**config.mk**
```make
export PLATFORM = sky130hd
export DESIGN_NAME = pipelined_adder_flat
export DESIGN_NICKNAME = d
export VERILOG_FILES = /design/src/rtl/pipelined_adder_if.sv /design/src/rtl/pipelined_adder.sv /design/src/flat_wrapper.sv
export SDC_FILE = /design/constraint.sdc
export NUM_CORES = 1
export LEC_CHECK = 0
export BUFFER_PORTS_ARGS = -buffer_cell sky130_fd_sc_hd__buf_2
export CAP_MARGIN = 20
export CORE_UTILIZATION = 49
export DETAILED_ROUTE_END_ITERATION = 6
export HOLD_SLACK_MARGIN = 0.03
export PLACE_DENSITY = 0.72
export SETUP_SLACK_MARGIN = 0.5
export SKIP_CTS_REPAIR_TIMING = 1
export SLEW_MARGIN = 25
export SYNTH_ARGS = -nofsm -noshare
export SYNTH_HDL_FRONTEND = slang
export SYNTH_SLANG_ARGS = --single-unit
```
**constraint.sdc**
```tcl
create_clock -name clk -period 5.4 [get_ports clk]
set_input_delay 0.54 -clock clk [delete_from_list [all_inputs] [get_ports clk]]
set_output_delay 0.54 -clock clk [all_outputs]
set_load 0.1 [all_outputs]
```
**src/rtl/pipelined_adder_if.sv**
```systemverilog
// Handshake/data bundle for pipelined_adder: operand side (in_*) and result side (out_*, s, flags).
// master drives operands and out_ready; slave is the adder itself.
interface pipelined_adder_if #(
  parameter int WIDTH = 106
);
  logic             in_valid;
  logic             in_ready;
  logic [WIDTH-1:0] in_a;
  logic [WIDTH-1:0] in_b;
  logic             c_in;
  logic             sub;
  logic             out_valid;
  logic             out_ready;
  logic [WIDTH-1:0] s;
  logic             c_out;
  logic             zero;

  modport master (
    output in_valid, in_a, in_b, c_in, sub, out_ready,
    input  in_ready, out_valid, s, c_out, zero
  );

  modport slave (
    input  in_valid, in_a, in_b, c_in, sub, out_ready,
    output in_ready, out_valid, s, c_out, zero
  );
endinterface

```
**src/rtl/pipelined_adder.sv**
```systemverilog
// Segmented, pipelined add/subtract: stage k adds operand segment k with the carry registered by
// stage k-1, carrying the finished low sum bits and the not-yet-used operand bits along with the beat.
module pipelined_adder #(
  parameter int WIDTH  = 106,
  parameter int STAGES = 4
) (
  input logic              clk,
  input logic              rst_n,
  pipelined_adder_if.slave bus
);
  localparam int SEG = (WIDTH + STAGES - 1) / STAGES;

  typedef logic [WIDTH-1:0] word_t;
  typedef logic [WIDTH:0]   wide_t;

  typedef struct packed {
    logic  valid;
    word_t a;      // operand A, only bits at/above the current segment still matter
    word_t b;      // effective operand B (already inverted for subtract)
    word_t sum;    // result bits of all segments finished so far
    logic  carry;  // carry into the next segment
  } stage_t;

  stage_t [STAGES-1:0] stage_q;
  stage_t [STAGES-1:0] stage_d;
  stage_t [STAGES-1:0] prev;    // what each stage loads from: the input beat or stage k-1

  logic  adv;
  int    lo;
  int    seg_w;
  wide_t mask;
  wide_t a_seg;
  wide_t b_seg;
  wide_t sum_w;

  // The whole pipe moves as one; it only freezes when a finished result is being refused.
  assign adv = !stage_q[STAGES-1].valid || bus.out_ready;

  always_comb begin
    prev          = '0;
    prev[0].valid = bus.in_valid;
    prev[0].a     = bus.in_a;
    prev[0].b     = bus.in_b ^ {WIDTH{bus.sub}};
    prev[0].sum   = '0;
    prev[0].carry = bus.c_in ^ bus.sub;
    for (int k = 1; k < STAGES; k++) begin
      prev[k] = stage_q[k-1];
    end
  end

  always_comb begin
    // NOTE: every combinational output gets a value on every path (here: hold) so no latch is inferred.
    stage_d = stage_q;
    lo      = 0;
    seg_w   = 0;
    mask    = '0;
    a_seg   = '0;
    b_seg   = '0;
    sum_w   = '0;
    if (adv) begin
      for (int k = 0; k < STAGES; k++) begin
        // Segments past the top of the word are empty and simply pass the carry through.
        lo    = (k * SEG < WIDTH) ? k * SEG : WIDTH;
        seg_w = (lo + SEG < WIDTH) ? SEG : WIDTH - lo;
        mask  = (wide_t'(1) << seg_w) - wide_t'(1);
        a_seg = (wide_t'(prev[k].a) >> lo) & mask;
        b_seg = (wide_t'(prev[k].b) >> lo) & mask;
        sum_w = a_seg + b_seg + wide_t'(prev[k].carry);

        stage_d[k].valid = prev[k].valid;
        stage_d[k].a     = prev[k].a;
        stage_d[k].b     = prev[k].b;
        stage_d[k].sum   = prev[k].sum | word_t'((sum_w & mask) << lo);
        stage_d[k].carry = |(sum_w >> seg_w);
      end
    end
  end

  // NOTE: data and carry registers are reset along with the valid bits so s/c_out read 0 out of reset.
  always_ff @(posedge clk or negedge rst_n) begin
    if (!rst_n) begin
      stage_q <= '0;
    end else begin
      // NOTE: non-blocking so every stage samples its predecessor's pre-edge value.
      stage_q <= stage_d;
    end
  end

  assign bus.in_ready  = adv;
  assign bus.out_valid = stage_q[STAGES-1].valid;
  assign bus.s         = stage_q[STAGES-1].sum;
  assign bus.c_out     = stage_q[STAGES-1].carry;
  assign bus.zero      = (stage_q[STAGES-1].sum == '0);
endmodule

```
**src/flat_wrapper.sv**
```systemverilog
// flat-port wrapper written by rule: the top's interface ports become plain ports
module pipelined_adder_flat 
#(
  parameter int WIDTH  = 106,
  parameter int STAGES = 4
)
  (clk, rst_n, bus_in_valid, bus_in_a, bus_in_b, bus_c_in, bus_sub, bus_out_ready, bus_in_ready, bus_out_valid, bus_s, bus_c_out, bus_zero);
  pipelined_adder_if #(.WIDTH(WIDTH)) bus_i ();
  input logic clk;
  input logic rst_n;
  input wire logic [$bits(bus_i.in_valid)-1:0] bus_in_valid;
  input wire logic [$bits(bus_i.in_a)-1:0] bus_in_a;
  input wire logic [$bits(bus_i.in_b)-1:0] bus_in_b;
  input wire logic [$bits(bus_i.c_in)-1:0] bus_c_in;
  input wire logic [$bits(bus_i.sub)-1:0] bus_sub;
  input wire logic [$bits(bus_i.out_ready)-1:0] bus_out_ready;
  output wire logic [$bits(bus_i.in_ready)-1:0] bus_in_ready;
  output wire logic [$bits(bus_i.out_valid)-1:0] bus_out_valid;
  output wire logic [$bits(bus_i.s)-1:0] bus_s;
  output wire logic [$bits(bus_i.c_out)-1:0] bus_c_out;
  output wire logic [$bits(bus_i.zero)-1:0] bus_zero;
  assign bus_i.in_valid = bus_in_valid;
  assign bus_i.in_a = bus_in_a;
  assign bus_i.in_b = bus_in_b;
  assign bus_i.c_in = bus_c_in;
  assign bus_i.sub = bus_sub;
  assign bus_i.out_ready = bus_out_ready;
  assign bus_in_ready = bus_i.in_ready;
  assign bus_out_valid = bus_i.out_valid;
  assign bus_s = bus_i.s;
  assign bus_c_out = bus_i.c_out;
  assign bus_zero = bus_i.zero;
  pipelined_adder #(.WIDTH(WIDTH), .STAGES(STAGES)) u_core (.clk(clk), .rst_n(rst_n), .bus(bus_i));
endmodule
```
==> results of run 1 <==
[per-stage QoR]
step | instances | util, %
4_1_cts | 4778 | 56.4
3_5_place_dp | 4665 | 53.0
3_3_place_gp | 4665 | 53.0
5_1_grt | 4779 | 56.4
2_1_floorplan | 3650 | -
6_report | 4780 | 56.4
[power groups by stage]
| stage | Clock (mW) | Sequential [mW] | Combinational, mW |
|---|---|---|---|
| 2_1_floorplan | 0 | 10.1 | 7.90 |
| 5_1_grt | 4.72 | 7.95 | 14.6 |
| 6_report | 4.44 | 7.71 | 13.2 |
| 3_5_place_dp | 0 | 7.76 | 13.1 |
| 3_3_place_gp | 0 | 7.73 | 13.0 |
| 4_1_cts | 4.55 | 7.71 | 13.2 |
[placed cells by master, fill, tap and decap left out, drive strengths merged, types with 18 or more instances in the layout]
master and count:
nor2 114, a21oi 121, nor4 44, nand3 49, inv 36, clkbuf 78, o211ai 20, dfrtp 588
nor3 35, a21o 33, and2 23, a211oi 18, o21a 23, nand2 1504, ha 116, o21ai 218
xnor2 181, xor2 95, nand4 37, buf 346
[how the worst min path moves through the flow]
stage | to | slack (ns) | cells after the start | start
after floorplan | u_core.bus.c_out | 0.24 | 0 | rst_n
after global placement | u_core.prev[978] | 0.45 | 2 | u_core.prev[978]
after detailed placement | u_core.prev[979] | 0.45 | 2 | u_core.prev[659]
after CTS | u_core.prev[1018] | 0.009 | 1 | rst_n
after global routing | u_core.prev[599] | 0.05 | 1 | rst_n
final | u_core.prev[599] | 0.01 | 1 | rst_n
[worst max-delay path: cells and delay by family (launching register included)]
kind / cells / cell delay [ns]
fa+ha+maj: 2 / 0.68
compound gates: 5 / 1.36
xor+xnor: 1 / 0.16
flops: 1 / 0.39
simple gates: 4 / 1.31
[kinds of logic (layout without fill, tap and decap cells)]
| group | after synthesis | count (layout) | synth area share, % |
|---|---|---|---|
| muxes | 17 | 17 | 0.587 |
| adders and majority gates | 120 | 120 | 4.92 |
| DFF | 588 | 588 | 47.3 |
| xor gates and xnor gates | 276 | 276 | 7.79 |
| other | 0 | 2 | 0 |
| buffers and inverters | 207 | 489 | 2.75 |
| and+or+nand+nor | 1900 | 1900 | 25.7 |
| AOI/OAI and AO/OA | 542 | 542 | 11.0 |
[cell usage after synthesis, drive strengths merged (30+ instances only)]
library cell	count
nand2	1504
dfrtp	588
o21ai	218
xnor2	181
clkbuf	155
a21oi	121
ha	116
nor2	114
xor2	95
nand3	49
nor4	44
nand4	37
nor3	35
a21o	33
inv	30
[flip-flops by register name, summed over array words and instances (netlist names)]
register / cells
u_core.prev: 480
u_core.bus.s: 106
u_core.bus.c_out: 1
u_core.bus.out_valid: 1
[layout make-up]
type | count | area, µm² | share of cell area (%)
Clock inverter | 35 | 417 | 1.17
Multi-Input combinational cell | 2855 | 15600 | 43.9
Sequential cell | 588 | 14700 | 41.5
Inverter | 30 | 120 | 0.338
Timing Repair Buffer | 346 | 1880 | 5.31
Antenna cell | 2 | 5.00 | 0.0141
Clock buffer | 78 | 1720 | 4.85
Tap cell | 846 | 1060 | 2.98
[metal layers]
layer	vias to the layer above	global-route usage (%)	part of all wire, %
met4	0	6.78	2.5
met2	455	36.9	47
met5	-	0	0
met3	106	3.08	4.4
met1	11861	31.2	46
li1	12568	-	-
==> impl_metrics.ini, run 1 <==
[clocking]
clock_latency_ns = 0.62
cts_buffer_depth = 3
cts.htree.levels = 2
cts_tree = yes
clock_sinks = 588
cts_buffers = 61
cts_root_buf = clkbuf_16
clk_pin_slew_ns = 0.06

[power_and_ir_drop]
power.density_nw_per_um2 = 714
p_seq_share_pct = 30.4
fin_total_pwr_mw = 25.3
p_switching_mw = 12.3
switching_share_pct = 48.5
p_comb_share_pct = 52.1
ir_worst_vdd_mv = 0.523
p_int_mw = 13.1
clkPwrFrac_pct = 17.5
p_leak_nw = 17.3

[outcome]
outcome = complete, no violations

[global_route]
grt_max_degree = 231
overflow = 0
first_global_vias = 23622
antenna_found_initial = 3
grtUsageTotal_pct = 22.6
grt_pass1_wl_um = 119000

[timing]
fin_hold_ws_ns = 0.0125
fmax_mhz = 245
hold_violations = 0
slew_viol_final = 0
grt_setup_unrepaired = false
relSlewSlack_pct = 32.7
worst_pin_slew_ns = 1.01
finalCritPeriodShare_pct = 75.6
finalClockSkew_ns = 0.0229
finalCriticalPeriod_ns = 4.08
final-setup-viol-count = 0
setup-tns-final_ns = 0
finalWorstSetupSlack_ns = 1.32

[route]
routed_wl_um = 72600
vias_per_cell = 5.23
dr.pass1.iters = 5
wl_per_cell_um = 15.2
ant_nets = 0
drc = 0
drt-initial-drc-count = 1810
vias = 24990

[min_path]
hold_class = primary input to async pin

[worst_setup_path]
rr_startpoint = u_core.prev[801]
r2r-end = u_core.prev[1041]
cp-end-kind = flop
worstPathArrival_ns = 4.53
crit_chain = ha_1, fa_1, a211oi_1, o21ai_0, and2_1, o21ai_0, a21boi_0, nor4b_1, nand4_1, nor4_2, xnor2_1, o21ai_1
worstSetupPathType = flop to flop
worstPathRequired_ns = 5.85
cp_max_fo = 6
crit_slowest_cell = a211oi_1
critPathMaxStageDelay_ns = 0.66
r2r_slack_ns = 1.32
cp-startpoint = u_core.prev[801]
worstSetupStartpointType = flop
endpoint = u_core.prev[1041]
crit_top_cell = o21ai_0
reg2regPathDepth = 12

[synthesis]
synth_seq_cells = 588
yosysSeqAreaShare_pct = 47.3
yosysTopAreaCell = dfrtp_1
syn_inst = 3650
yosys-top-cells-area = dfrtp_1 (47%), nand2_1 (18%), xnor2_1 (5.1%)
syn_nets = 3988
synth_edf_count = 0
synth-async-reset-ratio_pct = 100
synth_area_um2 = 31100
yosysTopAreaCellShare_pct = 47.3
yosysWarnings = 0
synthFlopType = dfrtp_1
syn_avg_cell_area_um2 = 8.53
ys_types = 120

[cells_and_area]
nFillCells = 5763
drive_gt1_share_pct = 13.5
final_area_um2 = 35500
final_nets = 4220
areaGrowthSynthToFinish_pct = 14.0

[placement]
placed_cell_area_um2 = 33400
pre_cts_slack_ns = 0.980
portBuffers = 327
dp_hpwl_um = 51400
gp_congestion = 0.899

[floorplanning]
dieHeight_um = 254
io_pins = 328
die_x_um = 254
num_rows = 92
dieArea_um2 = 64500
start_util_pct = 49.4
core_area_um2 = 63000

[flow_run]
drv_cap = 0
Power figures use the tool's default switching activity.
==> run 2: changes to the inputs <==
--- a/config.mk
+++ b/config.mk
@@ -5,12 +5,13 @@
 export SDC_FILE = /design/constraint.sdc
 export NUM_CORES = 1
 export LEC_CHECK = 0
+export ABC_AREA = 1
 export BUFFER_PORTS_ARGS = -buffer_cell sky130_fd_sc_hd__buf_2
 export CAP_MARGIN = 20
 export CORE_UTILIZATION = 49
 export DETAILED_ROUTE_END_ITERATION = 6
 export HOLD_SLACK_MARGIN = 0.03
-export PLACE_DENSITY = 0.72
+export PLACE_DENSITY = 0.75
 export SETUP_SLACK_MARGIN = 0.5
 export SKIP_CTS_REPAIR_TIMING = 1
 export SLEW_MARGIN = 25
==> constraint.sdc (replaced) <==
create_clock -name clk -period 3.3 [get_ports clk]
set_input_delay 0.33 -clock clk [delete_from_list [all_inputs] [get_ports clk]]
set_output_delay 0.33 -clock clk [all_outputs]
set_load 0.1 [all_outputs]
==> run 2 against run 1 <==
Cell area up 14%. The run now ends with hold timing left. Sequential share of layout area down 5.1 points. Wire length rose by 21%. Hold slack lost 0.022 ns. Highest routed layer is now met5.
==> impl_metrics.ini, run 2 <==
[min_path]
hold_path_startpoint = bus_in_b[72]
whs_path_depth = 3
holdPathEnd = u_core.prev[499]
hold_class = primary input to flop

[global_route]
antenna_found_initial = 2
first_global_vias = 27756
grt_pass1_wl_um = 139000
grtUsageTotal_pct = 24.2
overflow = 0
grt_max_degree = 168

[route]
vias_per_cell = 5.08
dr.pass1.iters = 5
vias = 30213
ant_nets = 0
drt-initial-drc-count = 2233
routed_wl_um = 87700
wl_per_cell_um = 14.7
drc = 0

[timing]
worst_pin_slew_ns = 0.888
fmax_mhz = 345
setup-tns-final_ns = 0
finalClockSkew_ns = 0.0230
fin_hold_ws_ns = -0.00960
final-setup-viol-count = 0
hold_violations = 1
slew_viol_final = 0
finalCritPeriodShare_pct = 87.9
relSlewSlack_pct = 40.8
grt_setup_unrepaired = true
finalCriticalPeriod_ns = 2.90
finalWorstSetupSlack_ns = 0.401

[synthesis]
ys_types = 48
synth_seq_cells = 588
synth_most_common_cell = nand2_1
syn_inst = 4591
synthFlopType = dfrtp_1
synth_edf_count = 0
yosys-top-cells-area = dfrtp_1 (44%), nand2_1 (22%), inv_1 (5.5%)
yosysWarnings = 0
yosysSeqAreaShare_pct = 44.1
synth_area_um2 = 33400
syn_nets = 4929
yosys-top-cells-count = nand2_1 (1915), dfrtp_1 (588), inv_1 (488)
synth-async-reset-ratio_pct = 100
yosysTopAreaCellShare_pct = 44.1
yosysTopAreaCell = dfrtp_1
syn_avg_cell_area_um2 = 7.28

[worst_setup_path]
reg2regPathDepth = 16
worstPathRequired_ns = 2.97
worstPathArrival_ns = 2.57
worstSetupStartpointType = flop
r2r_slack_ns = 0.43
worstSetupPathType = flop to output port
cp_max_fo = 3
rr_startpoint = u_core.prev[907]
r2r-end = u_core.prev[1041]
cp-end-kind = output port

[clocking]
clk_pin_slew_ns = 0.06
cts.htree.levels = 2
cts_root_buf = clkbuf_16
clock_latency_ns = 0.63
cts_tree = yes
cts_buffer_depth = 3
clock_sinks = 588
cts_buffers = 61

[power_and_ir_drop]
ir_worst_vdd_mv = 0.932
p_leak_nw = 21.1
power.density_nw_per_um2 = 1110

[floorplanning]
io_pins = 328
die_x_um = 263
dieHeight_um = 263
core_area_um2 = 67300
num_rows = 95
start_util_pct = 49.6
dieArea_um2 = 69200

[cells_and_area]
layout_commonest_cell = nand2_1
drive_gt1_share_pct = 15.6
areaGrowthSynthToFinish_pct = 21.1
diodes = 0
final_nets = 5373
largest_reg_flops = 480
layout_common_cells = nand2_1 (1882), dfrtp_1 (584), inv_1 (480)

[placement]
dp_hpwl_um = 61700
portBuffers = 327
gp_congestion = 0.920
pre_cts_slack_ns = 0.180

[flow_run]
drv_cap = 0

[outcome]
outcome = complete, but fails checks
violations = hold timing
[run 2: critical path, stage by stage, from the launching register on]
cell and delay (ns):
dfrtp_2 0.45, nor4_2 0.28, nand4_1 0.32, nor4_2 0.33, buf_4 0.19, and3_4 0.19
buf_12 0.17
[run 2: per-stage QoR]
step / util (%) / hold WS [ns] / total power [mW] / std cells / instance area [µm²]
2_1_floorplan: - / 0.0344 / 30.3 / 4591 / 33500
6_report: 60.1 / -0.00960 / 44.7 / 5953 / 40400
5_1_grt: 60.1 / 0.0301 / 48.3 / 5953 / 40400
4_1_cts: 56.7 / -0.247 / 43.1 / 5795 / 38200
3_3_place_gp: 53.7 / 0.433 / 35.5 / 5687 / 36200
3_5_place_dp: 53.7 / 0.436 / 35.9 / 5687 / 36200
[run 2: power by group]
part / internal, mW / switching (mW)
logic: 7.16 / 18.1
clock network: 4.07 / 2.88
registers: 10.4 / 2.17
total: 21.6 / 23.1
[run 2: layout make-up]
type,count,area (µm²)
Clock buffer,89,1760
Timing Repair Buffer,524,3680
Inverter,507,1910
Clock inverter,19,245
Tap cell,873,1090
Sequential cell,588,14700
Fill cell,5970,26800
Multi-Input combinational cell,3353,17000
[run 2: metal layers]
layer  vias to the layer above  track usage, %  routed length [µm]
met2                       748            38.7               41000
met4                         4            7.29                2280
li1                      15312               -                   -
met1                     14003            34.1               40200
met3                       146            3.35                4270
met5                         -               0                  26
[run 2: worst max-delay path by stage]
| stage | depth (start not counted) | end | slack (ns) | from |
|---|---|---|---|---|
| 2_1_floorplan | 22 | u_core.prev[343] | 0.18 | bus_sub |
| 3_3_place_gp | 21 | u_core.prev[345] | 0.22 | bus_sub |
| 3_5_place_dp | 21 | u_core.prev[345] | 0.18 | bus_sub |
| 4_1_cts | 6 | bus_zero | 0.19 | u_core.bus.s[45] |
| 5_1_grt | 6 | bus_zero | 0.25 | u_core.bus.s[55] |
| 6_report | 6 | bus_zero | 0.40 | u_core.bus.s[30] |
[run 2: cell families after synthesis]
logic type / count (synthesis) / share of synthesized area [%]
buffers and inverters: 650 / 7.35
flip-flops: 588 / 44.1
XOR/XNOR: 120 / 3.33
adder cells (fa/ha/maj): 120 / 4.59
AND/OR/NAND/NOR: 2613 / 32.9
AO/OA/AOI/OAI: 500 / 7.83
